`src/rtl/pusch_pkg.sv`:
```
// Shared types for the PUSCH symbol scheduler: FSM states, error codes, slot geometry.
package pusch_pkg;

  localparam int unsigned NUM_SYM_DEF = 14;
  localparam int unsigned SYM_IDX_W   = 4;

  typedef enum logic [2:0] {
    ST_IDLE      = 3'd0,
    ST_CHECK     = 3'd1,
    ST_WAIT_FFT  = 3'd2,
    ST_WAIT_IFFT = 3'd3,
    ST_WAIT_REM  = 3'd4,
    ST_NEXT      = 3'd5,
    ST_DONE      = 3'd6
  } sched_state_e;

  typedef enum logic [1:0] {
    ERR_NONE    = 2'd0,
    ERR_CONFIG  = 2'd1,
    ERR_TIMEOUT = 2'd2
  } err_code_e;

endpackage

```
`src/rtl/pusch_sched_wdog.sv`:
```
// Handshake watchdog: counts cycles spent in one wait state and flags expiry on
// the TIMEOUT_CYC-th cycle. Only used when PUSCH_SCHED_TIMEOUT_EN is defined.
module pusch_sched_wdog #(
  parameter int unsigned TIMEOUT_CYC = 4096
) (
  input  logic clk,
  input  logic reset,
  input  logic active_i,
  input  logic restart_i,
  output logic expired_o
);

  localparam int unsigned CNT_W = $clog2(TIMEOUT_CYC + 1);

  logic [CNT_W-1:0] cnt_q;
  logic [CNT_W-1:0] cnt_eff;

  // First cycle of a new wait state counts from zero regardless of history.
  assign cnt_eff   = restart_i ? '0 : cnt_q;
  assign expired_o = active_i && (cnt_eff == CNT_W'(TIMEOUT_CYC - 1));

  always_ff @(posedge clk) begin
    if (reset) begin
      cnt_q <= '0;
    end else if (active_i) begin
      cnt_q <= cnt_eff + CNT_W'(1);
    end else begin
      cnt_q <= '0;
    end
  end

endmodule

```
`src/rtl/pusch_sym_sched.sv`:
```
// PUSCH per-slot symbol scheduler: sequences transform precoder, IFFT buffer and RE mapper
// per symbol. Optional handshake timeout under macro PUSCH_SCHED_TIMEOUT_EN.
module pusch_sym_sched
  import pusch_pkg::*;
#(
  parameter int unsigned NUM_SYM     = NUM_SYM_DEF,
  parameter int unsigned TIMEOUT_CYC = 4096
) (
  input  logic               clk,
  input  logic               reset,
  input  logic               slot_start,
  input  logic [3:0]         sym_start,
  input  logic [3:0]         sym_end,
  input  logic [NUM_SYM-1:0] dmrs_map,
  input  logic               fft_done,
  input  logic               rem_done,
  input  logic               ifft_ready,
  output logic               fft_start,
  output logic               rem_start,
  output logic [3:0]         sym_idx,
  output logic               sym_is_dmrs,
  output logic               busy,
  output logic               slot_done,
  output logic               err,
  output logic [1:0]         err_code
);

  sched_state_e           state_q;
  logic [SYM_IDX_W-1:0]   start_q;
  logic [SYM_IDX_W-1:0]   end_q;
  logic [NUM_SYM-1:0]     map_q;
  logic [SYM_IDX_W-1:0]   sym_idx_q;
  logic                   dmrs_q;
  logic                   fft_start_q;
  logic                   busy_q;
  logic                   slot_done_q;
  logic                   err_q;
  err_code_e              err_code_q;

  logic                   cfg_bad;
  logic                   last_sym;
  logic [SYM_IDX_W-1:0]   sym_nxt;
  logic                   wd_expired;

  // Out-of-range indices read as data symbols; they are rejected in CHECK anyway.
  function automatic logic dmrs_at(input logic [NUM_SYM-1:0] map,
                                   input logic [SYM_IDX_W-1:0] idx);
    dmrs_at = 1'b0;
    for (int k = 0; k < NUM_SYM; k++) begin
      if (idx == SYM_IDX_W'(k)) dmrs_at = map[k];
    end
  endfunction

  assign cfg_bad  = (start_q > end_q) || (32'(end_q) >= NUM_SYM);
  assign last_sym = (sym_idx_q == end_q) || (32'(sym_idx_q) >= NUM_SYM - 1);
  assign sym_nxt  = sym_idx_q + SYM_IDX_W'(1);

`ifdef PUSCH_SCHED_TIMEOUT_EN
  sched_state_e prev_state_q;
  logic         wd_active;

  always_ff @(posedge clk) begin
    if (reset) prev_state_q <= ST_IDLE;
    else       prev_state_q <= state_q;
  end

  assign wd_active = (state_q == ST_WAIT_FFT) || (state_q == ST_WAIT_IFFT) ||
                     (state_q == ST_WAIT_REM);

  pusch_sched_wdog #(
    .TIMEOUT_CYC (TIMEOUT_CYC)
  ) u_wdog (
    .clk       (clk),
    .reset     (reset),
    .active_i  (wd_active),
    .restart_i (state_q != prev_state_q),
    .expired_o (wd_expired)
  );
`else
  logic unused_timeout_cfg;

  assign unused_timeout_cfg = (TIMEOUT_CYC == 0);
  assign wd_expired         = 1'b0;
`endif

  always_ff @(posedge clk) begin
    if (reset) begin
      state_q     <= ST_IDLE;
      start_q     <= '0;
      end_q       <= '0;
      map_q       <= '0;
      sym_idx_q   <= '0;
      dmrs_q      <= 1'b0;
      fft_start_q <= 1'b0;
      busy_q      <= 1'b0;
      slot_done_q <= 1'b0;
      err_q       <= 1'b0;
      err_code_q  <= ERR_NONE;
    end else begin
      fft_start_q <= 1'b0;
      slot_done_q <= 1'b0;
      err_q       <= 1'b0;
      case (state_q)
        ST_IDLE: begin
          if (slot_start) begin
            start_q    <= sym_start;
            end_q      <= sym_end;
            map_q      <= dmrs_map;
            sym_idx_q  <= sym_start;
            dmrs_q     <= dmrs_at(dmrs_map, sym_start);
            err_code_q <= ERR_NONE;
            busy_q     <= 1'b1;
            state_q    <= ST_CHECK;
          end
        end
        ST_CHECK: begin
          if (cfg_bad) begin
            err_code_q  <= ERR_CONFIG;
            err_q       <= 1'b1;
            slot_done_q <= 1'b1;
            state_q     <= ST_DONE;
          end else if (dmrs_q) begin
            state_q <= ST_WAIT_IFFT;
          end else begin
            fft_start_q <= 1'b1;
            state_q     <= ST_WAIT_FFT;
          end
        end
        ST_WAIT_FFT: begin
          if (fft_done) begin
            state_q <= ST_WAIT_IFFT;
          end else if (wd_expired) begin
            err_code_q  <= ERR_TIMEOUT;
            err_q       <= 1'b1;
            slot_done_q <= 1'b1;
            state_q     <= ST_DONE;
          end
        end
        ST_WAIT_IFFT: begin
          if (ifft_ready) begin
            state_q <= ST_WAIT_REM;
          end else if (wd_expired) begin
            err_code_q  <= ERR_TIMEOUT;
            err_q       <= 1'b1;
            slot_done_q <= 1'b1;
            state_q     <= ST_DONE;
          end
        end
        ST_WAIT_REM: begin
          if (rem_done) begin
            state_q <= ST_NEXT;
          end else if (wd_expired) begin
            err_code_q  <= ERR_TIMEOUT;
            err_q       <= 1'b1;
            slot_done_q <= 1'b1;
            state_q     <= ST_DONE;
          end
        end
        ST_NEXT: begin
          if (last_sym) begin
            slot_done_q <= 1'b1;
            state_q     <= ST_DONE;
          end else begin
            sym_idx_q <= sym_nxt;
            dmrs_q    <= dmrs_at(map_q, sym_nxt);
            state_q   <= ST_CHECK;
          end
        end
        ST_DONE: begin
          busy_q  <= 1'b0;
          dmrs_q  <= 1'b0;
          state_q <= ST_IDLE;
        end
        default: begin
          busy_q  <= 1'b0;
          state_q <= ST_IDLE;
        end
      endcase
    end
  end

  // rem_start must coincide with the ifft_ready cycle, so it is decoded, not registered.
  assign rem_start   = (state_q == ST_WAIT_IFFT) && ifft_ready;
  assign fft_start   = fft_start_q;
  assign sym_idx     = sym_idx_q;
  assign sym_is_dmrs = dmrs_q;
  assign busy        = busy_q;
  assign slot_done   = slot_done_q;
  assign err         = err_q;
  assign err_code    = err_code_q;

endmodule

```
`config.mk`:
```
export PLATFORM = sky130hd
export DESIGN_NAME = pusch_sym_sched
export DESIGN_NICKNAME = d
export VERILOG_FILES = /design/src/rtl/pusch_pkg.sv /design/src/rtl/pusch_sched_wdog.sv /design/src/rtl/pusch_sym_sched.sv
export SDC_FILE = /design/constraint.sdc
export NUM_CORES = 1
export LEC_CHECK = 0
export ABC_AREA = 1
export CAP_MARGIN = 20
export CORE_UTILIZATION = 50
export CTS_BUF_LIST = sky130_fd_sc_hd__clkbuf_8
export CTS_CLUSTER_DIAMETER = 80
export DETAILED_ROUTE_END_ITERATION = 16
export PLACE_DENSITY_LB_ADDON = 0.08
export SLEW_MARGIN = 10
export SYNTH_ARGS = -nofsm -noshare
export SYNTH_HDL_FRONTEND = slang
export SYNTH_SLANG_ARGS = --single-unit
```
`constraint.sdc`:
```
create_clock -name clk -period 3.5 [get_ports clk]
set_input_delay 0.7 -clock clk [delete_from_list [all_inputs] [get_ports clk]]
set_output_delay 0.7 -clock clk [all_outputs]
set_load 0.03 [all_outputs]
```
### Yosys cells after proc, flatten, opt, wreduce, memory -nomap -nowiden

Index checks and enable logic that the tools add are counted.

| storage, ports and cells | value |
|---|---|
| register bits | 36 |
| bits of input ports | 28 |
| output and inout bits | 12 |
| word-level logic and storage cells | 125 |

| cells by class | value |
|---|---|
| add/sub/neg operators | 1 |
| $lt $le $gt $ge | 3 |
| eq/ne operators | 39 |
| muxes and demuxes | 51 |
| bitwise gates (word level) | 2 |
| reduce and logical (&&, ||, !) cells | 18 |

Operators with widths:

| kind | count |
|---|---|
| 4-bit equality test (second input constant) | 12 |
| 1-bit two-way mux | 35 |
| 4-bit by 3-bit equality test with 1-bit output (second input constant) | 8 |
| 3-bit two-way mux | 6 |
| 3-bit one-hot mux with 6 select lines | 1 |
| 4-bit by 2-bit equality test with 1-bit output (second input constant) | 4 |
| 2-bit inequality test (second input constant) | 6 |
| 3-bit equality test (second input constant) | 3 |
| 3-bit AND reduction | 3 |
| 4-bit by 1-bit equality test with 1-bit output (second input constant) | 2 |
| 4-bit greater-or-equal comparator (second input constant) | 2 |
| 4-bit zero test | 2 |
| 4-bit two-way mux | 2 |
| 4-bit one-hot mux with 2 select lines | 1 |
| 3-bit by 2-bit equality test with 1-bit output (second input constant) | 2 |
| 5-bit OR reduction | 1 |
| 4-bit by 1-bit adder with 4-bit output (second input constant) | 1 |
| 4-bit equality test | 1 |
| 4-bit greater-than comparator | 1 |
| 2-bit two-way mux | 2 |
| 1-bit one-hot mux with 2 select lines | 2 |
| 2-bit one-hot mux with 2 select lines | 1 |
| 2-bit AND reduction | 2 |
| 4-bit AND reduction | 1 |
| 10 further kinds | 13 |

### Logic depth before layout (Yosys ltp)

| logic depth | value |
|---|---|
| depth in word-level cells | 18 |
| depth in mapped cells | 13 |
| gate-level depth less buffers | 13 |

### Least setup slack after synthesis

Ideal clock, no wire load.

| timing path | value |
|---|---|
| path type | input to output |
| start point | input port ifft_ready |
| end point | output port rem_start |
| data arrival time | 1148 ps |
| slack | 1652 ps |
| stages | 2 |
| path buffers | 0 |
| cells stage by stage | inv_1 > nor2_1 |

| on the way | value |
|---|---|
| longest elaborated chain between the ends | 1 |

RTL lines:

| item | RTL line | source |
|---|---|---|
| from (decl) | pusch_sym_sched.sv:17 | `input logic ifft_ready,` |
| 1-bit logical AND | pusch_sym_sched.sv:183 | `assign rem_start = (state_q == ST_WAIT_IFFT) && ifft_ready;` |
| to (decl) | pusch_sym_sched.sv:19 | `output logic rem_start,` |

No other way between the ends.

### Worst setup path after layout

Ends and elaborated chain as after synthesis.

==> impl_results.html <==
<table>
<tr><th>Metric</th><th>Value</th></tr>
<tr><th colspan="2">STA</th></tr>
<tr><td># setup viols final</td><td>0</td></tr>
<tr><td>Count of final max-slew check failures</td><td>0</td></tr>
<tr><td>Final TNS setup</td><td>0 ns</td></tr>
<tr><td>Hold violation total from the final report</td><td>0</td></tr>
<tr><td>Final clock skew</td><td>0.004185 ns</td></tr>
<tr><td>Shortest clock period the worst path allows after layout</td><td>2.652 ns</td></tr>
<tr><td>Share of the clock period used by the worst path after layout</td><td>75.78%</td></tr>
<tr><td>Unrepaired setup endpoints after global routing</td><td>false</td></tr>
<tr><td>Transition time at the pin with the least slew margin</td><td>0.5080 ns</td></tr>
<tr><td>Worst Hold Slack</td><td>0.4690 ns</td></tr>
<tr><td>Slew headroom</td><td>66.06%</td></tr>
<tr><td>Achievable frequency</td><td>377.0 MHz</td></tr>
<tr><th colspan="2">Global routing</th></tr>
<tr><td>GRT Residual Overflow</td><td>0</td></tr>
<tr><td>Combined global-route utilization of all metal layers</td><td>23.26%</td></tr>
<tr><td>Global-route wire length before repair</td><td>9066 microns</td></tr>
<tr><td>Antenna violations before repair</td><td>0</td></tr>
<tr><td>Via count of the first global-routing pass</td><td>1981</td></tr>
<tr><td>Largest net degree at the start of global routing</td><td>30</td></tr>
<tr><th colspan="2">Routing</th></tr>
<tr><td>Residual DRC</td><td>0</td></tr>
<tr><td>Starting DRT DRC Count</td><td>104</td></tr>
<tr><td>Per-cell routed wire length</td><td>12.91 microns</td></tr>
<tr><td>Routed vias/inst</td><td>5.204</td></tr>
<tr><td>Total detailed-routing wirelength</td><td>5188 microns</td></tr>
<tr><td>Number of vias after detailed routing</td><td>2092</td></tr>
<tr><td>Number of iterations in the first detailed-routing pass</td><td>4</td></tr>
<tr><td>Final antenna-violating net count</td><td>0</td></tr>
<tr><th colspan="2">Synth</th></tr>
<tr><td>Part of the Yosys area used for sequential elements</td><td>30.80%</td></tr>
<tr><td>Mapped Nets</td><td>356</td></tr>
<tr><td>Gate Count Post-Synth</td><td>318</td></tr>
<tr><td>Cell type with the highest aggregate area in the netlist</td><td>sky130_fd_sc_hd__dfxtp_1</td></tr>
<tr><td>Leading post-synthesis cells by cell area</td><td>sky130_fd_sc_hd__dfxtp_1, sky130_fd_sc_hd__nand2_1, sky130_fd_sc_hd__nand3_1, sky130_fd_sc_hd__a21oi_2, sky130_fd_sc_hd__ha_1</td></tr>
<tr><td>Async S/R FF share, synth</td><td>0%</td></tr>
<tr><td>Share of the synthesized area in the top cell type</td><td>30.80%</td></tr>
<tr><td>Most used standard cell by instance count after synthesis</td><td>sky130_fd_sc_hd__nand2_1</td></tr>
<tr><td>Cell types with the highest counts after synthesis</td><td>sky130_fd_sc_hd__nand2_1, sky130_fd_sc_hd__nand3_1, sky130_fd_sc_hd__dfxtp_1</td></tr>
<tr><td>Number of synthesized flops with an enable pin</td><td>0</td></tr>
<tr><td>Netlist area before placement</td><td>0.002275 sq mm</td></tr>
<tr><td>Ys flop type</td><td>sky130_fd_sc_hd__dfxtp_1</td></tr>
<tr><td>Netlist cell types</td><td>31</td></tr>
<tr><td>Number of synthesized register bits</td><td>35</td></tr>
<tr><td>Number of synthesis warnings</td><td>0</td></tr>
<tr><td>Average cell area after synthesis</td><td>7.153 sq um</td></tr>
<tr><th colspan="2">Place</th></tr>
<tr><td>Port buffer count</td><td>38</td></tr>
<tr><td>Detailed placer's ending HPWL</td><td>3924 microns</td></tr>
<tr><td>Last weighted congestion value of the routability-driven placer</td><td>0.8383</td></tr>
<tr><th colspan="2">Worst setup path</th></tr>
<tr><td>Critical path, cell by cell</td><td>clkdlybuf4s50_1 -&gt; inv_1 -&gt; nor2_1 -&gt; clkdlybuf4s50_1</td></tr>
<tr><td>Peak per-stage delay on the critical path</td><td>0.67 ns</td></tr>
<tr><td>Type of destination of the critical path</td><td>output port</td></tr>
<tr><td>Kind of critical path</td><td>input port to output port</td></tr>
<tr><td>Data required time at the worst endpoint</td><td>2.80 ns</td></tr>
<tr><td>Worst-path cell with the longest stage delay</td><td>sky130_fd_sc_hd__clkdlybuf4s50_1</td></tr>
<tr><td>Maximum fanout along the worst path</td><td>2</td></tr>
<tr><td>Crit path top cell by count</td><td>sky130_fd_sc_hd__clkdlybuf4s50_1</td></tr>
<tr><td>Setup crit start kind</td><td>input port</td></tr>
<tr><td>WP data arrival</td><td>1.95 ns</td></tr>
<tr><th colspan="2">Clock tree</th></tr>
<tr><td>Number of cells upsized or downsized after cts</td><td>0</td></tr>
<tr><td>CTS tree</td><td>done</td></tr>
<tr><td>Worst-Skew Late Latency</td><td>0.28 ns</td></tr>
<tr><td>Clock slew at reported path FFs</td><td>0.06 ns</td></tr>
<tr><td>Root Buffer</td><td>sky130_fd_sc_hd__clkbuf_8</td></tr>
<tr><td>Cts bufs inserted</td><td>5</td></tr>
<tr><td>Clk buf depth</td><td>2</td></tr>
<tr><td>Count of buffers added by post-CTS timing repair for setup</td><td>0</td></tr>
<tr><td>Clk sinks</td><td>35</td></tr>
<tr><td>Number of buffers added to fix hold violations after cts</td><td>0</td></tr>
<tr><td>H-tree Lvls</td><td>2</td></tr>
<tr><th colspan="2">Finish</th></tr>
<tr><td>Number of inserted filler cells in the final layout</td><td>420</td></tr>
<tr><td>Post-layout net count</td><td>388</td></tr>
<tr><td>Sequential cell area</td><td>700.7 sq um</td></tr>
<tr><td>Layout cells sized above 1</td><td>16.29%</td></tr>
<tr><td>Growth of design area from synthesis to finish</td><td>18.32%</td></tr>
<tr><td>Area used by multi-input combinational logic</td><td>0.001319 sq mm</td></tr>
<tr><td>Count of antenna diodes in the layout</td><td>0</td></tr>
<tr><th colspan="2">Die</th></tr>
<tr><td>Die H</td><td>69.45 microns</td></tr>
<tr><td>Std-Cell Rows</td><td>24</td></tr>
<tr><td>Initial Util</td><td>52.24%</td></tr>
<tr><td>Horiz. Die Dim</td><td>69.45 microns</td></tr>
<tr><td>Total core area</td><td>0.004354 sq mm</td></tr>
<tr><td>Boundary Pins</td><td>40</td></tr>
<tr><td>Die area</td><td>0.004823 sq mm</td></tr>
<tr><th colspan="2">Power and ir drop</th></tr>
<tr><td>Switching Fraction</td><td>46.03%</td></tr>
<tr><td>Power density relative to cell area</td><td>720.2 mW/mm^2</td></tr>
<tr><td>Net switching power figure</td><td>0.8922 mW</td></tr>
<tr><td>Max IR drop VDD</td><td>361.2 uV</td></tr>
<tr><td>Internal cell power</td><td>1.046 mW</td></tr>
<tr><td>Leak</td><td>1.144 nW</td></tr>
<tr><td>Share of power burned in the clock network</td><td>15.2%</td></tr>
<tr><td>Sequential share of power</td><td>32.6%</td></tr>
<tr><td>Relative contribution of combinational cells to total power</td><td>52.2%</td></tr>
<tr><th colspan="2">Flow run</th></tr>
<tr><td>Maxcap violations</td><td>0</td></tr>
<tr><th colspan="2">Worst hold path</th></tr>
<tr><td>Classification of the worst-slack hold path</td><td>flip-flop to flip-flop</td></tr>
<tr><th colspan="2">Status</th></tr>
<tr><td>Outcome</td><td>finished clean</td></tr>
</table>
## state kept, by name, summed over array words and instances, names as in the netlist
| register | flops |
|---|---|
| map_q | 14 |
| busy | 1 |
| start_q | 4 |
| state_q | 3 |
| err | 1 |
| fft_start | 1 |
| sym_is_dmrs | 1 |
| sym_idx | 4 |
| slot_done | 1 |
| end_q | 4 |
| err_code | 1 |
## per-stage QoR
stage	power [mW]	instances	utilization [%]	worst slack (ns)	cell area (sq um)
after floorplan	1.468	318	-	1.652	2275
after global placement	1.634	395	59.80	0.8548	2604
after detailed placement	1.652	395	59.80	0.8491	2604
after CTS	1.949	402	61.81	0.8404	2691
after global routing	2.093	402	61.81	0.7832	2691
final	1.938	402	61.81	0.8477	2691
## routing by layer
metal  GRT usage [%]  up-vias  routed length, microns
li1                -     1095                       -
met1           31.02      924                    2476
met2           38.19       71                    2436
met3           4.942        2                     253
met4           5.896        0                      22
met5               0        -                       0
## final timing paths
path | startpoint | endpoint | slack, ns | depth (start not counted)
max | ifft_ready | rem_start | 0.85 | 4
min | map_q[7]$_SDFFE_PP0P_ | map_q[7]$_SDFFE_PP0P_ | 0.47 | 2
max reg2reg | state_q[1]$_SDFFE_PP0P_ | sym_idx[3]$_SDFFE_PP0P_ | 1.54 | 8
min reg2reg | map_q[7]$_SDFFE_PP0P_ | map_q[7]$_SDFFE_PP0P_ | 0.47 | 2
## power by group through the flow
stage | clock network [mW] | logic, mW | registers [mW]
after floorplan | 0 | 0.793 | 0.676
after CTS | 0.300 | 1.02 | 0.632
after detailed placement | 0 | 1.01 | 0.640
final | 0.294 | 1.01 | 0.633
after global routing | 0.321 | 1.12 | 0.650
after global placement | 0 | 0.996 | 0.639
## cells by family after synthesis
group                      after synthesis  synth area share (%)
and+or+nand+nor                        162                 34.43
AOI/OAI and AO/OA                       58                 16.34
buffers and inverters                   48                 11.22
DFF                                     35                 30.80
adders and majority gates               10                 5.501
xor gates and xnor gates                 4                 1.540
other                                    1                0.1649
## worst max-delay path: cells and delay by family
family,cells,cell delay (ns)
buffers and inverters,3,1.17
AND/OR/NAND/NOR,1,0.09
## placed cells by master (no fill, tap or decap), drive strengths merged, types with 2 or more instances in the layout
cell type | Yosys | routed
nand3b | 2 | 2
a21oi | 38 | 38
clkdlybuf4s50 | 0 | 38
inv | 33 | 33
dfxtp | 35 | 35
nand3 | 36 | 36
nand4 | 8 | 8
o21ai | 19 | 19
nor3 | 2 | 2
xnor2 | 4 | 4
clkbuf | 5 | 6
ha | 10 | 10
nor2 | 16 | 16
buf | 9 | 2
nand2 | 97 | 97
## cell type report
class,count,area share (%)
inverters,33,4.603
repair buffers,40,14.69
well taps,52,2.417
flip-flops and latches,35,26.03
clock buffers,6,3.068
multi-input cells,235,49.00
clock inverters,1,0.1860
Power figures use the tool's default switching activity.
